File: config.mk
export PLATFORM = sky130hd
export DESIGN_NAME = thread_regfile
export DESIGN_NICKNAME = d
export VERILOG_FILES = /design/src/rtl/thread_regfile_pkg.sv /design/src/rtl/thread_regfile.sv
export SDC_FILE = /design/constraint.sdc
export NUM_CORES = 1
export LEC_CHECK = 0
export CAP_MARGIN = 20
export CORE_MARGIN = 2
export CORE_UTILIZATION = 50
export DETAILED_ROUTE_END_ITERATION = 10
export PLACE_DENSITY = 0.71
export SKIP_CTS_REPAIR_TIMING = 1
export SYNTH_ARGS = -nofsm -noshare
export SYNTH_HDL_FRONTEND = slang
export SYNTH_SLANG_ARGS = --single-unit
File: constraint.sdc
create_clock -name clock -period 2.35 [get_ports clock]
set_clock_uncertainty 0.15 [all_clocks]
set_input_delay 0.47 -clock clock [delete_from_list [all_inputs] [get_ports clock]]
set_output_delay 0.47 -clock clock [all_outputs]
set_load 0.01 [all_outputs]
File: src/rtl/thread_regfile_pkg.sv
// Purpose: shared encodings for the per-thread register file (core FSM states, write-source select, register map).
// Latency: n/a (types and constants only).
// Backpressure: n/a.
package thread_regfile_pkg;

    // Core FSM state as broadcast to every lane.
    typedef enum logic [2:0] {
        ST_IDLE    = 3'b000,
        ST_FETCH   = 3'b001,
        ST_DECODE  = 3'b010,
        ST_REQUEST = 3'b011,
        ST_WAIT    = 3'b100,
        ST_EXECUTE = 3'b101,
        ST_UPDATE  = 3'b110,
        ST_DONE    = 3'b111
    } core_state_t;

    // Write-back source select.
    typedef enum logic [1:0] {
        MUX_ALU  = 2'b00,
        MUX_LSU  = 2'b01,
        MUX_IMM  = 2'b10,
        MUX_RSVD = 2'b11
    } reg_mux_t;

    // Register map: R0..R12 general purpose, R13..R15 read-only identity.
    localparam int          NUM_GP_REGS   = 13;
    localparam int          NUM_REGS      = 16;
    localparam logic [3:0]  REG_BLOCK_ID  = 4'd13;
    localparam logic [3:0]  REG_BLOCK_DIM = 4'd14;
    localparam logic [3:0]  REG_THREAD_ID = 4'd15;

endpackage

File: src/rtl/thread_regfile.sv
// Purpose: per-thread register file feeding rs/rt to the ALU/LSU and taking ALU/LSU/immediate write-back.
// Latency: operands registered on the REQUEST edge, valid the cycle after; writes land on the UPDATE edge.
// Backpressure: none; enable low freezes all state and outputs.
//
// Ports: clock, reset (async active-low), enable, block_id, core_state,
//        decoded_{rd,rs,rt}_address, decoded_reg_write_enable, decoded_reg_input_mux,
//        decoded_immediate, alu_out, lsu_out -> rs, rt.
// Build option: REGFILE_ZERO_REG_EN makes R0 read as zero and ignore writes.
module thread_regfile
    import thread_regfile_pkg::*;
#(
    parameter int THREADS_PER_BLOCK = 4,
    parameter int THREAD_ID         = 0,
    parameter int DATA_BITS         = 8
) (
    input  logic                 clock,
    input  logic                 reset,
    input  logic                 enable,
    input  logic [DATA_BITS-1:0] block_id,
    input  logic [2:0]           core_state,
    input  logic [3:0]           decoded_rd_address,
    input  logic [3:0]           decoded_rs_address,
    input  logic [3:0]           decoded_rt_address,
    input  logic                 decoded_reg_write_enable,
    input  logic [1:0]           decoded_reg_input_mux,
    input  logic [DATA_BITS-1:0] decoded_immediate,
    input  logic [DATA_BITS-1:0] alu_out,
    input  logic [DATA_BITS-1:0] lsu_out,
    output logic [DATA_BITS-1:0] rs,
    output logic [DATA_BITS-1:0] rt
);

    logic [DATA_BITS-1:0] gp_regs [NUM_GP_REGS];
    logic [DATA_BITS-1:0] block_id_q;
    logic [DATA_BITS-1:0] reg_view [NUM_REGS];
    logic [DATA_BITS-1:0] wr_data;
    logic                 wr_src_ok;
    logic                 wr_en;
    core_state_t          state;

    assign state = core_state_t'(core_state);

    // Architectural view of all 16 registers. Block dim and thread id are
    // elaboration-time constants, so they need no storage.
    always_comb begin
        for (int i = 0; i < NUM_GP_REGS; i++) begin
            reg_view[i] = gp_regs[i];
        end
        reg_view[REG_BLOCK_ID]  = block_id_q;
        reg_view[REG_BLOCK_DIM] = DATA_BITS'(THREADS_PER_BLOCK);
        reg_view[REG_THREAD_ID] = DATA_BITS'(THREAD_ID);
`ifdef REGFILE_ZERO_REG_EN
        reg_view[0] = '0;
`endif
    end

    // Write-back source select; the reserved code suppresses the write.
    always_comb begin
        wr_data   = alu_out;
        wr_src_ok = 1'b1;
        case (reg_mux_t'(decoded_reg_input_mux))
            MUX_ALU:  wr_data = alu_out;
            MUX_LSU:  wr_data = lsu_out;
            MUX_IMM:  wr_data = decoded_immediate;
            default:  wr_src_ok = 1'b0;
        endcase
    end

    // Identity registers (and R0 when hard-wired) silently drop writes.
    always_comb begin
        wr_en = (state == ST_UPDATE) && decoded_reg_write_enable && wr_src_ok
                && (decoded_rd_address < REG_BLOCK_ID);
`ifdef REGFILE_ZERO_REG_EN
        if (decoded_rd_address == 4'd0) begin
            wr_en = 1'b0;
        end
`endif
    end

    always_ff @(posedge clock or negedge reset) begin
        if (!reset) begin
            for (int i = 0; i < NUM_GP_REGS; i++) begin
                gp_regs[i] <= '0;
            end
            block_id_q <= '0;
            rs         <= '0;
            rt         <= '0;
        end else if (enable) begin
            block_id_q <= block_id;
            // Reads and writes live in disjoint core states, so no bypass is needed.
            if (state == ST_REQUEST) begin
                rs <= reg_view[decoded_rs_address];
                rt <= reg_view[decoded_rt_address];
            end
            if (wr_en) begin
                gp_regs[decoded_rd_address] <= wr_data;
            end
        end
    end

endmodule

==> flow_summary.toml, run 1 <==
[outcome]
status = "finished clean"

[setup_path]
rrSetupSlack_ns = 0.44
reg2reg_from = "gp_regs[42]"
path_max_fanout = 4
cp_data_required_time_ns = 2.51
rr_endpoint = "rt[2]"
rr_worst_depth = 3
cp_data_arrival_time_ns = 2.44
cp-start-kind = "input port"
worstSetupEndpointType = "flop"
path_class = "in -> reg"

[power_and_ir_drop]
power_mw = 5.972
vdd_drop_max_mv = 0.5477
p_leak_nw = 4.082
power.density_mw_per_mm2 = 675.9

[placed_design]
io_buffers = 68
hpwl_um = 12400
placed_area_mm2 = 0.008187
dp.cells = 767
gp_congestion = 0.8374

[clocking]
ctsLongestPathBuffers = 2
clock_latency_ns = 0.42
cts_made_buffers = 17
cts_tree = "built"
cts_root_buf = "clkbuf_16"
htreeDepth = 4
clkSinkCount = 128
clk_pin_slew_ns = 0.06

[synth]
syn_area_per_cell_um2 = 13.63
synth_compound_area_frac = 0.06321
synth_edf_count = 0
synth-async-reset-ratio = 1.000
synthSimpleGateAreaFrac = 0.05222
synthCells = 501
synth_top_family_by_area = "multiplexers"
synth-warning-count = 0
synthesis.nets = 557
yosysUniqueCellTypes = 40
ys.flop_type = "dfrtp_1"
synthMuxAreaShare = 0.3829
mappedNetlistArea_mm2 = 0.006829
synth_xor_area_frac = 0
yosysSeqAreaShare = 0.4690
yosys.area_share.adder = 0.005497
synth_seq_cells = 128

[grt]
grt_overflow = 0
first_global_vias = 5105
grt_max_degree = 68
grt_antenna_before_repair = 0
grt.total_usage = 0.2539
grt_pass1_wl_um = 27790

[final_layout]
area_growth_pct = 29.37
final_cells = 799
final_nets = 666
final_cell_area_mm2 = 0.008835
n_antenna_cell = 0
fillCellCount = 973
drive_gt1_frac = 0.3868

[routing]
antenna_left = 0
avgViaCountPerCell = 6.011
vias = 4803
firstDrtPassIters = 5
wl_per_cell_um = 21.74
drc = 0
drtIter0Drc = 442
drt-total-wl_um = 17370

[job]
drv_cap = 0

[hold_path]
worstHoldPathType = "in -> async"

[die]
die_height_um = 120.9
start_util = 0.5136
fp.dieW_um = 120.9
dieArea_mm2 = 0.01461
core_region_area_mm2 = 0.01330
rows = 42
ios = 69

[sta]
rsz0062_at_grt = "no"
max_freq_ghz = 0.4392
setup_viol = 0
period_share = 0.9690
hold_ws_ns = 0.2466
maxSlewViolCount = 0
slew_headroom = 0.7281
period_needed_ns = 2.277
hold_violations = 0
tightest_slew_ns = 0.4079
[metal layers]
layer,vias to the layer above,wire [um],part of all wire,global-route usage
li1,2134,-,-,-
met1,2472,7365,0.42,0.3261
met2,169,8768,0.50,0.4263
met3,28,893,0.051,0.05169
met4,0,341,0.020,0.09448
met5,-,0,0,0
[cells by family after synthesis]
| family | count (synthesis) |
|---|---|
| AO/OA/AOI/OAI | 64 |
| multiplexers | 193 |
| adder cells (fa/ha/maj) | 3 |
| flip-flops | 128 |
| buffers and inverters | 43 |
| AND/OR/NAND/NOR | 70 |
[registers in the layout, summed over array words and instances (netlist names)]
register,count
rt,8
block_id_q,8
gp_regs,104
rs,8
[layout by cell type (no fill, tap or decap), types with 2 or more instances in the layout]
cell type | synthesis | layout
nor2_1 | 20 | 20
o21ai_1 | 2 | 2
o21ai_0 | 22 | 22
clkbuf_16 | 0 | 17
clkdlybuf4s50_1 | 0 | 64
nand2b_1 | 3 | 3
mux2i_1 | 25 | 25
mux2_1 | 29 | 28
a22oi_1 | 8 | 8
inv_1 | 5 | 5
clkinvlp_4 | 0 | 5
nand3b_1 | 3 | 3
dfrtp_1 | 128 | 128
a222oi_1 | 4 | 4
mux4_2 | 42 | 42
mux2_2 | 97 | 97
buf_2 | 13 | 2
buf_4 | 2 | 44
a211o_1 | 4 | 4
inv_6 | 0 | 3
nor3_1 | 4 | 4
a221oi_1 | 9 | 9
nand2_1 | 25 | 25
bufinv_16 | 0 | 3
nor2b_1 | 4 | 4
clkinv_4 | 0 | 3
buf_12 | 0 | 14
a21oi_1 | 9 | 9
ha_1 | 3 | 2
[per-stage QoR]
step | setup TNS (ns) | setup WS, ns | utilization
after CTS | -0.1619 | -0.04434 | 0.6617
after detailed placement | -38.53 | -0.4786 | 0.6158
after floorplan | 0 | 0.1295 | -
final | 0 | 0.07287 | 0.6645
after global routing | 0 | 0.01101 | 0.6645
after global placement | -32.75 | -0.3908 | 0.6158
[critical path, cell delays in order]
cell and delay, ns:
clkdlybuf4s50_1 0.64, mux4_2 0.56, mux4_2 0.49, mux2_2 0.27
[worst max path at each step]
stage,startpoint,end,slack (ns),cells past startpoint
2_1_floorplan,decoded_reg_input_mux[0],gp_regs[12],0.13,6
3_3_place_gp,decoded_reg_input_mux[1],gp_regs[45],-0.39,8
3_5_place_dp,decoded_reg_input_mux[1],gp_regs[23],-0.48,8
4_1_cts,decoded_reg_input_mux[1],gp_regs[22],-0.04,8
5_1_grt,decoded_reg_input_mux[0],gp_regs[40],0.01,7
6_report,decoded_rt_address[1],rt[2],0.07,4
[cell usage after synthesis (4+ instances only)]
cell	number	share of area
dfrtp_1	128	0.47
mux2_2	97	0.16
mux4_2	42	0.14
mux2_1	29	0.048
mux2i_1	25	0.037
nand2_1	25	0.014
o21ai_0	22	0.016
clkbuf_1	21	0.012
nor2_1	20	0.011
buf_2	13	0.0095
a21oi_1	9	0.0066
a221oi_1	9	0.012
a22oi_1	8	0.0088
inv_1	5	0.0027
a211o_1	4	0.0051
a222oi_1	4	0.0059
nor2b_1	4	0.0037
nor3_1	4	0.0029
[power by group]
part	switching, mW	internal (mW)	total, mW
Clock	1.04	1.68	2.72
Sequential	0.0862	2.33	2.42
Combinational	0.392	0.443	0.835
[cell type report]
type                            instances  area, um2  share of cell area
Multi-Input combinational cell        330       3491              0.3951
Inverter                                7      26.28            0.002974
Sequential cell                       128       3203              0.3626
Clock inverter                         15      185.2             0.02096
Timing Repair Buffer                  126       1284              0.1453
Clock buffer                           17      425.4             0.04815
Tap cell                              176      220.2             0.02493
Note: power is estimated with default switching activity, not from simulation.
==> inputs of run 2 (changes only) <==
Settings changed: CORE_MARGIN 2 to 1, SETUP_SLACK_MARGIN set to 0.5.
==> run 2 against run 1 <==
Against the previous run: non-clock buffer count up 4; largest power group unchanged; combinational power grew 4.7%; die area decreased by 3.3%; via count shrank 0.60%; critical path type unchanged; highest routed layer unchanged; maximum frequency up 15%; sequential power about the same; core utilization grew 2.1 points; worst hold slack improved by 0.079 ns; flip-flop and latch count stayed put; sequential share of layout area is 1.1 points lower; first-iteration DRC count fell by 20%.
==> flow_summary.toml, run 2 (synthesis gave the netlist of run 1 again) <==
[power_and_ir_drop]
p_leak_nw = 4.457
vdd_drop_max_mv = 0.5334
power.density_mw_per_mm2 = 652.5
power_mw = 5.948

[grt]
grt_pass1_wl_um = 27240
grt_overflow = 0
grt.total_usage = 0.2583
first_global_vias = 4979
grt_antenna_before_repair = 0
grt_max_degree = 57

[routing]
drt-total-wl_um = 17600
drc = 0
avgViaCountPerCell = 5.960
wl_per_cell_um = 21.98
drtIter0Drc = 353
antenna_left = 0
vias = 4774
firstDrtPassIters = 5

[placed_design]
hpwl_um = 11870
gp_congestion = 0.8615
dp.cells = 759
io_buffers = 68
dp_slack_ns = -0.3828

[setup_path]
cp-start-kind = "input port"
cp-startpoint = "decoded_rd_address[1]"
cp_data_required_time_ns = 2.50
cp_data_arrival_time_ns = 2.14
rr_worst_depth = 3
path_class = "in -> reg"
worstSetupEndpointType = "flop"
path_max_fanout = 8
reg2reg_from = "gp_regs[50]"

[final_layout]
final_cell_mix = "dfrtp_1, mux2_2, mux4_2, buf_4, clkdlybuf4s50_1"
final_common_cell = "dfrtp_1"
area_growth_pct = 33.47
drive_gt1_frac = 0.4208
n_antenna_cell = 0
final_cells = 801
utilization = 0.6856
final_nets = 670
regMostFlops = "gp_regs"
largest_reg_flops = 104

[clocking]
clk_pin_slew_ns = 0.05
cts_root_buf = "clkbuf_16"
ctsLongestPathBuffers = 2
cts_tree = "built"
htreeDepth = 4
clock_latency_ns = 0.42
clkSinkCount = 128
cts_made_buffers = 17

[die]
die_height_um = 118.9
dieArea_mm2 = 0.01413
fp.dieW_um = 118.9
start_util = 0.5136
rows = 42
core_region_area_mm2 = 0.01330
ios = 69

[sta]
max_freq_ghz = 0.5034
hold_violations = 0
period_needed_ns = 1.987
worst_slack_ns = 0.3634
period_share = 0.8454
rsz0062_at_grt = "yes"
maxSlewViolCount = 0
setup_viol = 0
slew_headroom = 0.7020
hold_ws_ns = 0.3254
tightest_slew_ns = 0.4453

[hold_path]
min_from = "rt[1]"
worstHoldPathType = "reg -> reg"
hold_depth = 2

[outcome]
status = "finished clean"

[job]
drv_cap = 0
run 2: changes by cell type in the layout (fill, tap and decap cells not counted), sizes merged:
cell,previous run,this run
buf,60,63
clkinvlp,5,1
inv,9,6
dlymetal6s2s,1,26
clkbuf,17,29
clkinv,5,2
clkdlybuf4s50,64,37
bufinv,3,2
run 2: power by group:
group	switching, mW	internal [mW]
logic	0.410	0.464
clock network	0.914	1.74
registers	0.0842	2.33
total	1.41	4.54
run 2: path summary, 6_finish.rpt:
path / to / slack (ns)
hold / removal: rt[1] / 0.33
min in group asynchronous: gp_regs[90] / 0.35
max in group asynchronous: rs[1] / 1.08
hold reg to reg: rt[1] / 0.33
setup reg to reg: rt[2] / 0.49
setup / recovery: gp_regs[51] / 0.36
run 2: layer usage:
layer | global-route usage | vias up | routed length [um]
li1 | - | 2150 | -
met1 | 0.3372 | 2466 | 7601
met2 | 0.4170 | 135 | 8841
met3 | 0.06849 | 23 | 904
met4 | 0.09177 | 0 | 255
met5 | 0 | - | 0
run 2: critical path, cell delays in order:
cell             delay [ns]
clkdlybuf4s50_1        0.62
nor2b_1                0.43
nand2_2                0.27
mux2_2                 0.34
run 2: layout make-up:
cell class / count / area [um2]
fillers: 920 / 4180
multi-input cells: 330 / 3613
flip-flops and latches: 128 / 3203
repair buffers: 130 / 1450
clock buffers: 26 / 529.3
well taps: 176 / 220.2
clock inverters: 4 / 72.57
inverters: 7 / 26.28
run 2: metrics by stage:
| stage | TNS [ns] | area [um2] |
|---|---|---|
| final | 0 | 9115 |
| after global routing | 0 | 9115 |
| after CTS | 0 | 8821 |
| after detailed placement | -27.46 | 8219 |
| after global placement | -23.47 | 8219 |
| after floorplan | 0 | 6999 |
==> inputs of run 3 (changes only) <==
Settings changed: PLACE_DENSITY 0.71 to 0.74.
Clock period 2.35 ns to 1.77 ns, I/O delays scaled along.
==> run 3 against run 2 <==
Against the previous run: the flow now finishes with violations (setup timing); sequential power grew 33%; core utilization up 6.7 points; worst hold slack got worse by 0.15 ns; total power grew 37%; global-route usage grew 1.6 points; first-iteration DRC count increased by 20%; clock power rose by 33%; flip-flop and latch count unchanged; register-to-register slack worse by 0.60 ns.
==> flow_summary.toml, run 3 (synthesis gave the netlist of run 1 again) <==
[outcome]
status = "finished with violations"
violations = "setup timing"

[power_and_ir_drop]
sw_frac_of_total = 0.2521
p_leak_nw = 4.899
power.share.combinational = 0.173
switchingPower_mw = 2.060
pwr-share-seq = 0.394
vdd_drop_max_mv = 0.7187
pwr-share-clk = 0.433
power.density_mw_per_mm2 = 816.4
p_int_mw = 6.114

[setup_path]
cp-start-kind = "flop"
cp_data_required_time_ns = 1.93
path_max_fanout = 2
path_class = "reg -> reg"
worstSetupEndpointType = "flop"
cp_data_arrival_time_ns = 2.04

[sta]
period_needed_ns = 1.879
slew_headroom = 0.6538
tightest_slew_ns = 0.5187
maxSlewViolCount = 0
worst_slack_ns = -0.1092
setup_viol = 4
rsz0062_at_grt = "yes"
period_share = 1.062
hold_violations = 0
max_freq_ghz = 0.5322

[die]
ios = 69
rows = 42
fp.dieW_um = 118.9
core_region_area_mm2 = 0.01330
start_util = 0.5136
dieArea_mm2 = 0.01413
die_height_um = 118.9

[grt]
grt_overflow = 0
grt.total_usage = 0.2738
grt_pass1_wl_um = 28810
grt_antenna_before_repair = 0
grt_max_degree = 46
first_global_vias = 5249

[clocking]
clkSinkCount = 128
htreeDepth = 4
cts_root_buf = "clkbuf_16"
cts_tree = "built"
cts_made_buffers = 17
clk_pin_slew_ns = 0.06
ctsLongestPathBuffers = 2
clock_latency_ns = 0.43

[routing]
vias = 5290
avgViaCountPerCell = 6.231
firstDrtPassIters = 5
antenna_left = 0
wl_per_cell_um = 25.30
drtIter0Drc = 423
drc = 0
drt-total-wl_um = 21480

[final_layout]
final_nets = 718
n_antenna_cell = 0
final_common_cell = "dfrtp_1"
regMostFlops = "gp_regs"
final_cells = 849
drive_gt1_frac = 0.5542
largest_reg_flops = 104
final_cell_mix = "dfrtp_1, mux2_4, buf_4, mux4_2, clkdlybuf4s50_1"
area_growth_pct = 46.61
fillCellCount = 759

[hold_path]
worstHoldPathType = "in -> async"

[placed_design]
io_buffers = 68
gp_congestion = 0.8453
dp_slack_ns = -0.8470
dp.cells = 794
hpwl_um = 12610

[job]
drv_cap = 0
[run 3: cell count changes in the layout (fill, tap and decap cells not counted), sizes merged]
cell           before  now
buf                63  127
dlymetal6s2s       26   13
clkbuf             29   26
clkdlybuf4s50      37   34
bufinv              2    3
clkdlybuf4s15       0    1
clkinv              2    3
[run 3: path summary, 6_finish.rpt]
path | start | cells past startpoint | slack [ns] | endpoint
hold reg to reg | gp_regs[80] | 1 | 0.38 | gp_regs[80]
max in group asynchronous | reset | 3 | 0.78 | gp_regs[7]
hold / removal | reset | 2 | 0.18 | gp_regs[64]
setup reg to reg | gp_regs[50] | 3 | -0.11 | rt[2]
setup / recovery | gp_regs[50] | 3 | -0.11 | rt[2]
min in group clock | enable | 3 | 0.31 | block_id_q[2]
[run 3: final cells by class]
| class | count | area [um2] | area share |
|---|---|---|---|
| tap | 176 | 220.2 | 0.02199 |
| inverter | 7 | 26.28 | 0.002624 |
| sequential | 128 | 3203 | 0.3199 |
| clock inverter | 6 | 107.6 | 0.01075 |
| multi-input combinational | 330 | 4193 | 0.4188 |
| clock buffer | 24 | 471.7 | 0.04711 |
| timing repair buffer | 178 | 1790 | 0.1788 |
[run 3: per-layer routing]
metal	wire, um	share of wire	track usage
met4	691	0.032	0.1226
met3	1401	0.065	0.04310
met1	8526	0.40	0.3612
met2	10860	0.51	0.4496
met5	0	0	0
[run 3: power by group through the flow]
stage / Combinational, mW / Clock, mW / Sequential, mW
6_report: 1.42 / 3.54 / 3.22
5_1_grt: 1.51 / 3.65 / 3.23
4_1_cts: 1.21 / 3.52 / 3.21
3_5_place_dp: 1.20 / 0 / 3.25
3_3_place_gp: 1.18 / 0 / 3.24
2_1_floorplan: 0.570 / 0 / 3.26
[run 3: metrics by stage]
stage          power, mW  TNS, ns    util  hold WS (ns)  area [um2]
6_report           8.174  -0.1231  0.7531        0.1767       10010
5_1_grt            8.390  -0.7219  0.7531        0.1904       10010
4_1_cts            7.940   -31.32  0.6843       -0.3737        9097
3_5_place_dp       4.452   -82.92  0.6407       0.07544        8518
3_3_place_gp       4.418   -78.73  0.6407       0.07321        8518
2_1_floorplan      3.829   -9.871       -      -0.09159        7079
[run 3: worst max-delay path, stage by stage (launching register included)]
cell and delay [ns]:
dfrtp_1 0.40, mux4_2 0.48, mux4_2 0.47, mux2_4 0.27
